==> src/rtl/branch_resolve_unit.sv <==
// Branch condition unit: per-accumulator Z/N/C flags with write bypass, 1-cycle
// registered branch resolution, 2-bit saturating BHT predictor and statistics.
module branch_resolve_unit #(
  parameter int unsigned NUM_ACC  = 2,
  parameter int unsigned ACC_W    = 1,
  parameter int unsigned PC_W     = 10,
  parameter int unsigned BHT_BITS = 4,
  parameter int unsigned CNT_W    = 16
) (
  input  logic             clk,
  input  logic             rst_n,
  input  logic             flag_we,
  input  logic [ACC_W-1:0] flag_sel,
  input  logic             flag_z,
  input  logic             flag_n,
  input  logic             flag_c,
  input  logic [PC_W-1:0]  fetch_pc,
  output logic             pred_taken,
  input  logic             br_valid,
  input  logic [2:0]       br_code,
  input  logic [ACC_W-1:0] br_acc,
  input  logic [PC_W-1:0]  br_pc,
  input  logic             br_pred,
  output logic             res_valid,
  output logic             taken,
  output logic             mispredict,
  output logic [CNT_W-1:0] branch_cnt,
  output logic [CNT_W-1:0] mispred_cnt
);

  localparam int unsigned BHT_DEPTH = 2 ** BHT_BITS;

  logic [NUM_ACC-1:0]  z_q, n_q, c_q;
  logic [1:0]          bht [BHT_DEPTH];
  logic [BHT_BITS-1:0] fetch_idx, br_idx;
  logic                acc_ok_c, src_z_c, src_n_c, src_c_c, cond_c, eff_c;
  logic                unused_pc_bits;

  assign fetch_idx      = fetch_pc[BHT_BITS-1:0];
  assign br_idx         = br_pc[BHT_BITS-1:0];
  assign pred_taken     = bht[fetch_idx][1];
  assign eff_c          = br_valid && (br_code != 3'd0);
  assign unused_pc_bits = ^{fetch_pc[PC_W-1:BHT_BITS], br_pc[PC_W-1:BHT_BITS]};

  // Flag source: stored set, overridden by a same-cycle write to the tested accumulator
  always_comb begin
    acc_ok_c = 1'b0;
    src_z_c  = 1'b0;
    src_n_c  = 1'b0;
    src_c_c  = 1'b0;
    for (int i = 0; i < int'(NUM_ACC); i++) begin
      if (br_acc == ACC_W'(i)) begin
        acc_ok_c = 1'b1;
        src_z_c  = z_q[i];
        src_n_c  = n_q[i];
        src_c_c  = c_q[i];
      end
    end
    if (acc_ok_c && flag_we && (flag_sel == br_acc)) begin
      src_z_c = flag_z;
      src_n_c = flag_n;
      src_c_c = flag_c;
    end
  end

  always_comb begin
    cond_c = 1'b0;
    case (br_code)
      3'd1:    cond_c = src_z_c;
      3'd2:    cond_c = !src_z_c;
      3'd3:    cond_c = src_c_c;
      3'd4:    cond_c = !src_c_c;
      3'd5:    cond_c = src_n_c;
      3'd6:    cond_c = !src_n_c;
      3'd7:    cond_c = 1'b1;
      default: cond_c = 1'b0;
    endcase
  end

  always_ff @(posedge clk or negedge rst_n) begin
    if (!rst_n) begin
      z_q <= '0;
      n_q <= '0;
      c_q <= '0;
    end else begin
      for (int i = 0; i < int'(NUM_ACC); i++) begin
        if (flag_we && (flag_sel == ACC_W'(i))) begin
          z_q[i] <= flag_z;
          n_q[i] <= flag_n;
          c_q[i] <= flag_c;
        end
      end
    end
  end

  always_ff @(posedge clk or negedge rst_n) begin
    if (!rst_n) begin
      res_valid  <= 1'b0;
      taken      <= 1'b0;
      mispredict <= 1'b0;
    end else begin
      res_valid  <= eff_c;
      taken      <= eff_c && cond_c;
      mispredict <= eff_c && (cond_c != br_pred);
    end
  end

  // Saturating statistics
  always_ff @(posedge clk or negedge rst_n) begin
    if (!rst_n) begin
      branch_cnt  <= '0;
      mispred_cnt <= '0;
    end else if (eff_c) begin
      if (branch_cnt != '1) branch_cnt <= branch_cnt + CNT_W'(1);
      if ((cond_c != br_pred) && (mispred_cnt != '1)) mispred_cnt <= mispred_cnt + CNT_W'(1);
    end
  end

  always_ff @(posedge clk or negedge rst_n) begin
    if (!rst_n) begin
      for (int i = 0; i < int'(BHT_DEPTH); i++) bht[i] <= 2'b01;
    end else if (eff_c) begin
      if (cond_c) begin
        if (bht[br_idx] != 2'b11) bht[br_idx] <= bht[br_idx] + 2'd1;
      end else begin
        if (bht[br_idx] != 2'b00) bht[br_idx] <= bht[br_idx] - 2'd1;
      end
    end
  end

endmodule

==> config.mk <==
export PLATFORM = sky130hd
export DESIGN_NAME = branch_resolve_unit
export DESIGN_NICKNAME = d
export VERILOG_FILES = /design/src/rtl/branch_resolve_unit.sv
export SDC_FILE = /design/constraint.sdc
export NUM_CORES = 1
export LEC_CHECK = 0
export BUFFER_PORTS_ARGS = -buffer_cell sky130_fd_sc_hd__buf_4
export CAP_MARGIN = 5
export CORE_MARGIN = 4
export CORE_UTILIZATION = 51
export DETAILED_ROUTE_END_ITERATION = 8
export PLACE_DENSITY = 0.83
export SLEW_MARGIN = 20
export SYNTH_ARGS = -nofsm -noshare
export SYNTH_HDL_FRONTEND = slang
export SYNTH_SLANG_ARGS = --single-unit
==> constraint.sdc <==
create_clock -name clk -period 3.2 [get_ports clk]
set_input_delay 0.32 -clock clk [delete_from_list [all_inputs] [get_ports clk]]
set_output_delay 0.32 -clock clk [all_outputs]
set_load 0.01 [all_outputs]
# Word-level counts from Yosys, hierarchy flattened
# Cells that the tools add are included.
classes:
  n_mux: 20
  reduce_logical: 17
  multipliers: 0
  n_lt_le_gt_ge: 3
  eq_ne: 13
  shifts: 0
  n_bitwise: 3
  div_mod_pow: 0
  add_sub_neg: 4
ops:
  columns: ["cell", "count"]
  rows:
  - ["$mux 32", 3]
  - ["$bwmux 32", 2]
  - ["$add 16x1->16 const B", 2]
  - ["$ne 16x16->1 const B", 2]
  - ["$bmux 2 s4", 2]
  - ["$eq 3x3->1 const B", 4]
  - ["$ge 5x5->1 const B", 2]
  - ["$mux 2", 5]
  - ["$not 4->5", 2]
  - ["$demux 2 s4", 1]
  - ["$logic_and 1x1->1", 8]
  - ["$pmux 1 s7", 1]
  - ["$eq 3x2->1 const B", 2]
  - ["$mux 1", 6]
  - ["$lt 5x1->1 const B", 1]
  - ["$reduce_and 2->1", 2]
  - ["$reduce_bool 2->1", 2]
  - ["$eq 3x1->1 const B", 1]
  - ["$logic_not 1->1", 3]
  - ["$reduce_and 3->1", 1]
  - ["$reduce_bool 3->1", 1]
  - ["$add 2x1->2 const B", 1]
  - ["$ne 2x1->1 const B", 1]
  - ["$ne 2x2->1 const B", 1]
  - ["other kinds (4)", 4]
totals:
  latchBits: 0
  ramBits: 0
  out_inout_bits: 36
  ff_bits: 73
  wordCells: 87
  inputBits: 33
  memories: 0
  rom_bits: 0

# Depth between registers and ports, before layout
# Gate-level depths: netlist (run 1).
logic_depth:
  word_depth: 8
  depth_mapped: 11
  mapped_depth_nobuf: 10

# Worst setup path before layout (run 1)
# No wires, ideal clock.
synth_timing:
  path_kind: "input-to-reg"
  start: "in br_pc[0]"
  end: "reg (tool-made name)"
  required_ps: 3117
  setup_ps: 83
  n_path_buf: 2
  t_arrival_ps: 3310
  setup_slack_ps: -193
  cell_stages: 10
  path_cell_list: "clkbuf_1 mux4_2 mux2_2 o21ai_1 clkinv_1 ha_1 mux2i_1 clkbuf_1 a31oi_1 a41oi_1"
synth_lines:
  columns: ["item", "line_no", "rtl"]
  rows:
  - ["from (decl)", "22", "input logic [PC_W-1:0] br_pc,"]

# Final worst setup path (run 1)
layout_timing:
  start: "reg bht[3] (netlist name)"
  end: "reg bht[15] (netlist name)"
layout_via:
  elab_chain_len: 7
  elab_cells_between_ends: 15
  classes_between: "add/sub (2); eq/ne (2); mux (8); reduce/logical (3)"
layout_rtl:
  columns: ["item", "line_no", "rtl"]
  rows:
  - ["from (decl)", "34", "logic [1:0] bht [BHT_DEPTH];"]
  - ["$bmux 2 s4 (*)", "124, 126", null]
  - ["$mux 2 (not written as such) (*) (2 in series)", "124, 126", null]
  - ["$sub 2x1->2 / $add 2x1->2 (equally long branches)", "126, 124", null]
  - ["$bwmux 32, on equally long branches", "126, 124", null]
  - ["$mux 32, on equally long branches", "126, 124", null]
  - ["$mux 32", "123", "if (cond_c) begin"]
# Mark *: on every way between the ends. The rest lies on a longest branch, timed or not. The select of a mux whose other input is x is not followed.
# A chain may end at the register's enable or synchronous reset.

==> results of run 1 <==
## cells in the mapped netlist (5+ instances only)
cell and number:
nor3_1 9, nand3_1 17, clkbuf_1 15, a21oi_1 13
nor2_1 19, nor4_2 6, xor2_1 17, mux2i_1 6
nand2b_1 5, a41oi_1 7, dfstp_2 16, and3_1 11
dfrtp_1 57, mux4_2 14, nor2b_1 6, nand2_1 25
nor4_1 6, xnor2_1 14, a31oi_1 19, mux2_2 14
inv_1 7
## how the worst min path moves through the flow
stage	from	endpoint	slack, ns	cells past startpoint
after floorplan	rst_n	bht[11]$_DFFE_PN0P_	0.02	0
after global placement	n_q[0]$_DFFE_PN0P_	n_q[0]$_DFFE_PN0P_	0.47	1
after detailed placement	n_q[0]$_DFFE_PN0P_	n_q[0]$_DFFE_PN0P_	0.48	1
after CTS	rst_n	mispred_cnt[0]$_DFFE_PN0P_	0.13	1
after global routing	rst_n	mispred_cnt[3]$_DFFE_PN0P_	0.18	1
final	rst_n	mispred_cnt[8]$_DFFE_PN0P_	0.12	1
## critical path: stages, from the launching register on
cell,delay (ns)
dfrtp_1,0.41
mux4_2,0.47
mux4_2,0.53
inv_1,0.08
ha_1,0.24
or2_2,0.31
mux2i_2,0.36
a41oi_1,0.16
a31oi_1,0.18
## through the flow
stage	setup WS, ns	hold WS (ns)
2_1_floorplan	0.02138	0.02441
3_3_place_gp	0.1404	0.4671
3_5_place_dp	0.1096	0.4799
4_1_cts	0.3577	0.1289
5_1_grt	0.2321	0.1832
6_report	0.3697	0.1154
## logic make-up (layout without fill, tap and decap cells)
| family | Yosys count | in the layout | share of synthesized area |
|---|---|---|---|
| AO/OA/AOI/OAI | 56 | 56 | 0.09851 |
| XOR/XNOR | 31 | 31 | 0.07009 |
| adder cells (fa/ha/maj) | 4 | 4 | 0.01292 |
| buffers and inverters | 24 | 87 | 0.02519 |
| flip-flops | 73 | 73 | 0.4767 |
| multiplexers | 37 | 37 | 0.1483 |
| AND/OR/NAND/NOR | 118 | 118 | 0.1683 |
## metal layers
metal | GRT usage | up-vias
li1 | - | 1385
met3 | 0.03710 | 7
met4 | 0.05889 | 0
met5 | 0 | -
met1 | 0.2774 | 1466
met2 | 0.3160 | 73
## layout make-up
cell class	count	area share
multi-input cells	246	0.4142
inverters	8	0.006393
flip-flops and latches	73	0.3932
clock buffers	9	0.02637
well taps	99	0.02637
repair buffers	63	0.1034
clock inverters	7	0.03010
## power by group through the flow
stage	clock network (mW)	registers [mW]	logic [mW]
after CTS	0.967	1.51	1.22
final	0.945	1.52	1.21
after global routing	1.01	1.56	1.34
after floorplan	0	1.50	0.798
after detailed placement	0	1.53	1.21
after global placement	0	1.51	1.17
==> flow_summary.toml, run 1 <==
[drt]
wl_per_cell_um = 16.21
vias = 2931
viasPerCell = 5.804
detail_route.first_pass.iterations = 4
dr_wl_met3_um = 338
routed_wl_um = 8187
topRoutingLayerUsed = "met4"
dr.first_iter.drc_count = 217
ant_nets = 0
dr_wl_met2_um = 4101
routedLengthMet1_um = 3692
remaining_drc_errors = 0

[pwr]
p_seq_frac = 0.413
power_leakage_nw = 2.091
p_clk_frac = 0.257
p_sw_frac = 0.3164
p_total_mw = 3.670
power_density_nw_per_um2 = 781.4
switchingPower_mw = 1.161
internal-power_mw = 2.509
p_comb_frac = 0.329
irDropWorstVdd_v = 0.0005445

[critical_path]
r2r-end = "bht[15]$_DFFE_PN0P_"
critPathMaxFanout = 8
reg2reg_depth = 8
crit_path_end_kind = "flip-flop"
rrSetupSlack_ns = 0.37
start_kind = "flip-flop"
worstSetupEndpoint = "bht[15]$_DFFE_PN0P_"
crit_path_start = "bht[3]$_DFFE_PN0P_"
critPathKind = "reg2reg"
rr_startpoint = "bht[3]$_DFFE_PN0P_"
arrival_ns = 3.09
required_ns = 3.46

[global_routing]
track_usage = 0.1984
grt_max_degree = 74
antenna_found_initial = 0
grt_pass1_wl_um = 14110
grt_pass1_vias = 2909
grt-ovfl-total = 0

[placed_design]
dp.cells = 489
dpl.hpwl_um = 5852
gp_congestion = 0.8304
port-buffer-count = 56
place_area_um2 = 4432

[timing]
relSlewSlack = 0.3435
setup_viol = 0
setup_tns_ns = 0
rsz0062_at_grt = "no"
clock_skew_ns = 0.006590
fin_crit_ns = 2.830
hold_viol_final = 0
fmax_mhz = 353.3
max_slew.worst_pin.slew_ns = 0.9778
post-route-period-util = 0.8845
maxSlewViolCount = 0

[cells_and_area]
n_fill_cell = 554
final_common_cell = "buf_4"
multi_input_area_um2 = 1946
regArea_um2 = 1847
stdcell_count = 505
num_antenna_cells = 0
final_layout_size_suffix_gt1_frac = 0.3424
finalInstanceArea_um2 = 4697
area_growth_pct = 21.25
final_util = 0.6407
final_cell_mix = "62 x buf_4, 57 x dfrtp_1, 25 x nand2_1"
fin_nets = 438

[synthesis]
yosys.area.top_type_share = 0.3682
synth.distinct_cells = 43
synthFlopType = "dfrtp_1"
postSynth.asyncResetShare = 1.000
syn_inst = 343
synth-edff-count = 0
ys_seq_area_frac = 0.4767
yosysWarnings = 0
yosys.area.top_type = "dfrtp_1"
ys_seq_elements = 73
syn-num-nets = 380
synth.avg_cell_area_um2 = 11.29
syn_area_um2 = 3874
synth.area.top_cells = "dfrtp_1 37%, dfstp_2 11%, mux4_2 8.1%, mux2_2 4.1%, xor2_1 3.8%"

[cts]
cts_setup_buffers = 0
htreeDepth = 3
path_clk_slew_ns = 0.08
cts_tree = "built"
holdBufCountCts = 0
cts.repair.resized = 0
cts_buffers = 9
clockRootBuffer = "clkbuf_8"
clockBufferDepth = 2
clock_latency_ns = 0.34
cts.sinks = 73

[floorplanning]
dieWidth_um = 95.15
fp.dieH_um = 95.15
io_pins = 69
std_cell_rows = 31
core_um2 = 7331
dieArea_um2 = 9054
start_util = 0.5284

[outcome]
status = "finished clean"

[min_path]
hold_class = "in2async"

[job]
cap_violations = 0
(Power assumes the default switching activity.)
==> run 2: changes to the inputs <==
RECOVER_POWER = 50   (was unset)
==> flow_summary.toml, run 2 (synthesized netlist as in run 1, its figures left out) <==
[outcome]
status = "finished, violations left"
violations = "capacitance limit, slew limit"

[timing]
rsz0062_at_grt = "no"
setup_tns_ns = 0
post-route-period-util = 0.8911
fin_crit_ns = 2.852
hold_viol_final = 0
fmax_mhz = 350.7
maxSlewViolCount = 74
layout_setup_ws_ns = 0.3484
fin_hold_ws_ns = 0.1958
clock_skew_ns = 0.006539
setup_viol = 0
relSlewSlack = -0.1786
max_slew.worst_pin.slew_ns = 1.768

[critical_path]
critPathKind = "reg2reg"
crit_path_start = "bht[13]$_DFFE_PN0P_"
arrival_ns = 3.11
rr_startpoint = "bht[13]$_DFFE_PN0P_"
start_kind = "flip-flop"
crit_path_end_kind = "flip-flop"
required_ns = 3.46
critPathMaxFanout = 8

[cells_and_area]
final_util = 0.6336
stdcell_count = 505
num_antenna_cells = 0
finalInstanceArea_um2 = 4644
area_growth_pct = 19.90
final_cell_mix = "57 x dfrtp_1, 50 x buf_4, 25 x nand2_1"
final_layout_size_suffix_gt1_frac = 0.3103
fin_nets = 438
final_common_cell = "dfrtp_1"

[floorplanning]
dieWidth_um = 95.15
io_pins = 69
fp.dieH_um = 95.15
dieArea_um2 = 9054
std_cell_rows = 31
core_um2 = 7331
start_util = 0.5284

[global_routing]
track_usage = 0.1984
grt-ovfl-total = 0
antenna_found_initial = 0
grt_pass1_vias = 2909
grt_max_degree = 74
grt_pass1_wl_um = 14110

[drt]
routed_wl_um = 8180
viasPerCell = 5.828
detail_route.first_pass.iterations = 4
dr.first_iter.drc_count = 179
remaining_drc_errors = 0
wl_per_cell_um = 16.20
ant_nets = 0
vias = 2943

[pwr]
power_density_nw_per_um2 = 786.2
power_leakage_nw = 2.044
irDropWorstVdd_v = 0.0005070
p_total_mw = 3.651

[placed_design]
gp_congestion = 0.8304
place_area_um2 = 4432
dp.cells = 489
port-buffer-count = 56
pre_cts_slack_ns = 0.1096
dpl.hpwl_um = 5852

[job]
cap_violations = 1

[cts]
path_clk_slew_ns = 0.08
clock_latency_ns = 0.34
cts_setup_buffers = 0
holdBufCountCts = 0
cts.repair.resized = 0
clockBufferDepth = 2
clockRootBuffer = "clkbuf_8"
cts_tree = "built"
cts_buffers = 9
cts.sinks = 73
htreeDepth = 3

[min_path]
min_from = "flag_z"
hold_class = "in2reg"
[run 2: cell type report]
type,instances,area (µm²)
sequential,73,1847
clock inverter,7,141.4
multi-input combinational,246,1937
timing repair buffer,63,441.7
fill,573,2686
clock buffer,9,123.9
inverter,8,30.03
tap,99,123.9
[run 2: power breakdown]
group | leakage, nW | total (mW) | internal (mW) | switching (mW)
Combinational | 1.03 | 1.19 | 0.612 | 0.581
Sequential | 0.884 | 1.51 | 1.28 | 0.231
Clock | 0.130 | 0.944 | 0.598 | 0.346
Total | 2.04 | 3.65 | 2.49 | 1.16
[run 2: worst max-delay path, cell delays in order (launching register included)]
cell and delay, ns:
dfrtp_1 0.43, mux4_2 0.47, mux4_2 0.52, inv_1 0.08, ha_1 0.24, or2_2 0.31
mux2i_2 0.36, a41oi_1 0.17, a31oi_1 0.18
[run 2: layer usage]
layer,GRT usage,share of wire,vias up,wire [µm]
met3,0.03710,0.043,6,353
li1,-,-,1391,-
met2,0.3160,0.50,75,4063
met5,0,0,-,0
met1,0.2774,0.45,1471,3718
met4,0.05889,0.0054,0,44
[run 2: worst paths after layout]
kind / end / slack [ns] / depth (start not counted)
max reg2reg: bht[15]$_DFFE_PN0P_ / 0.35 / 8
max in group asynchronous: bht[25]$_DFFE_PN0P_ / 1.72 / 1
min reg2reg: n_q[0]$_DFFE_PN0P_ / 0.49 / 1
min: z_q[0]$_DFFE_PN0P_ / 0.20 / 3
max: bht[15]$_DFFE_PN0P_ / 0.35 / 8
min in group asynchronous: mispred_cnt[8]$_DFFE_PN0P_ / 0.45 / 1
==> run 3: changes to the inputs <==
CORE_ASPECT_RATIO = 0.8   (was unset)
GPL_TIMING_DRIVEN = 1   (was unset)
MAX_ROUTING_LAYER = met4   (was unset)
==> flow_summary.toml, run 3 (synthesized netlist as in run 1, its figures left out) <==
[outcome]
status = "finished, violations left"
violations = "capacitance limit, slew limit"

[timing]
hold_viol_final = 0
fin_hold_ws_ns = 0.1975
layout_setup_ws_ns = 0.3284
rsz0062_at_grt = "no"
setup_viol = 0
setup_tns_ns = 0
fmax_mhz = 348.2
fin_crit_ns = 2.872
max_slew.worst_pin.slew_ns = 1.764
maxSlewViolCount = 74
relSlewSlack = -0.1757
clock_skew_ns = 0.01039
post-route-period-util = 0.8974

[cts]
htreeDepth = 3
clockRootBuffer = "clkbuf_8"
cts.sinks = 73
holdBufCountCts = 0
cts_buffers = 9
path_clk_slew_ns = 0.07
cts_setup_buffers = 0
cts_tree = "built"
clock_latency_ns = 0.35
cts.repair.resized = 0
clockBufferDepth = 2

[pwr]
power_leakage_nw = 2.014
power_density_nw_per_um2 = 730.4
p_total_mw = 3.344
irDropWorstVdd_v = 0.0004764

[min_path]
hold_class = "in2reg"

[cells_and_area]
final_layout_size_suffix_gt1_frac = 0.3146
fin_nets = 442
final_util = 0.6193
num_antenna_cells = 0
multi_input_area_um2 = 1942
stdcell_count = 515
finalInstanceArea_um2 = 4578
area_growth_pct = 18.18
regArea_um2 = 1847
final_cell_mix = "57 x dfrtp_1, 54 x buf_4, 25 x nand2_1"
n_fill_cell = 570
final_common_cell = "dfrtp_1"

[critical_path]
crit_path_end_kind = "flip-flop"
critPathMaxFanout = 8
cp_slowest_cell = "mux4_2"
crit_path_cell_trace = "mux4_2, mux4_2, inv_1, ha_1, or2_2, mux2i_2, a41oi_1, a31oi_1"
start_kind = "flip-flop"
critical-path-max-stage-delay_ns = 0.50
arrival_ns = 3.14
crit_top_cell = "mux4_2"
required_ns = 3.47
critPathKind = "reg2reg"

[drt]
routed_wl_um = 8397
dr.first_iter.drc_count = 172
ant_nets = 0
viasPerCell = 5.788
wl_per_cell_um = 16.30
remaining_drc_errors = 0
vias = 2981
detail_route.first_pass.iterations = 5

[global_routing]
track_usage = 0.2066
grt-ovfl-total = 0
grt_pass1_vias = 2973
antenna_found_initial = 0
grt_pass1_wl_um = 14680
grt_max_degree = 74

[floorplanning]
dieWidth_um = 105.4
fp.dieH_um = 85.95
core_um2 = 7392
std_cell_rows = 28
start_util = 0.5240
io_pins = 69
dieArea_um2 = 9063

[placed_design]
place_area_um2 = 4457
gp_congestion = 0.8668
pre_cts_slack_ns = 0.1094
dpl.hpwl_um = 5933
dp.cells = 499
port-buffer-count = 56

[job]
cap_violations = 1
[run 3: cell types whose count changed in the layout (fill, tap and decap cells not counted), sizes merged]
cell / before / now
bufinv: 4 / 0
clkinv: 2 / 5
buf: 51 / 54
clkbuf: 21 / 24
inv: 8 / 7
[run 3: report_power, final]
part | total [mW] | switching [mW] | internal, mW
Clock | 0.640 | 0.340 | 0.300
Sequential | 1.52 | 0.239 | 1.28
Combinational | 1.18 | 0.580 | 0.602
[run 3: worst paths after layout]
check,cells past startpoint,endpoint,slack (ns),start
min,3,c_q[0]$_DFFE_PN0P_,0.20,flag_c
max in group asynchronous,1,z_q[1]$_DFFE_PN0P_,1.70,rst_n
max reg2reg,8,bht[15]$_DFFE_PN0P_,0.33,bht[25]$_DFFE_PN0P_
max,8,bht[15]$_DFFE_PN0P_,0.33,bht[25]$_DFFE_PN0P_
min in group asynchronous,1,mispred_cnt[10]$_DFFE_PN0P_,0.42,rst_n
min reg2reg,1,n_q[0]$_DFFE_PN0P_,0.49,n_q[0]$_DFFE_PN0P_
[run 3: cell type report]
class                      instances  area share
tap                              105     0.02870
sequential                        73      0.4034
clock inverter                     5    0.006832
multi-input combinational        246      0.4242
timing repair buffer              67     0.09948
clock buffer                      11     0.03088
inverter                           8    0.006559
[run 3: layer usage]
layer	wire length [µm]	global-route usage	part of all wire
met1	3792	0.2780	0.45
met2	4049	0.3154	0.48
met3	428	0.04816	0.051
met4	127	0.06198	0.015
met5	0	-	0
[run 3: critical path, delay by kind of cell (launching register included)]
kind / cells / cell delay, ns
multiplexers: 3 / 1.40
flip-flops: 1 / 0.41
AO/OA/AOI/OAI: 2 / 0.35
AND/OR/NAND/NOR: 1 / 0.31
adder cells (fa/ha/maj): 1 / 0.24
buffers and inverters: 1 / 0.08
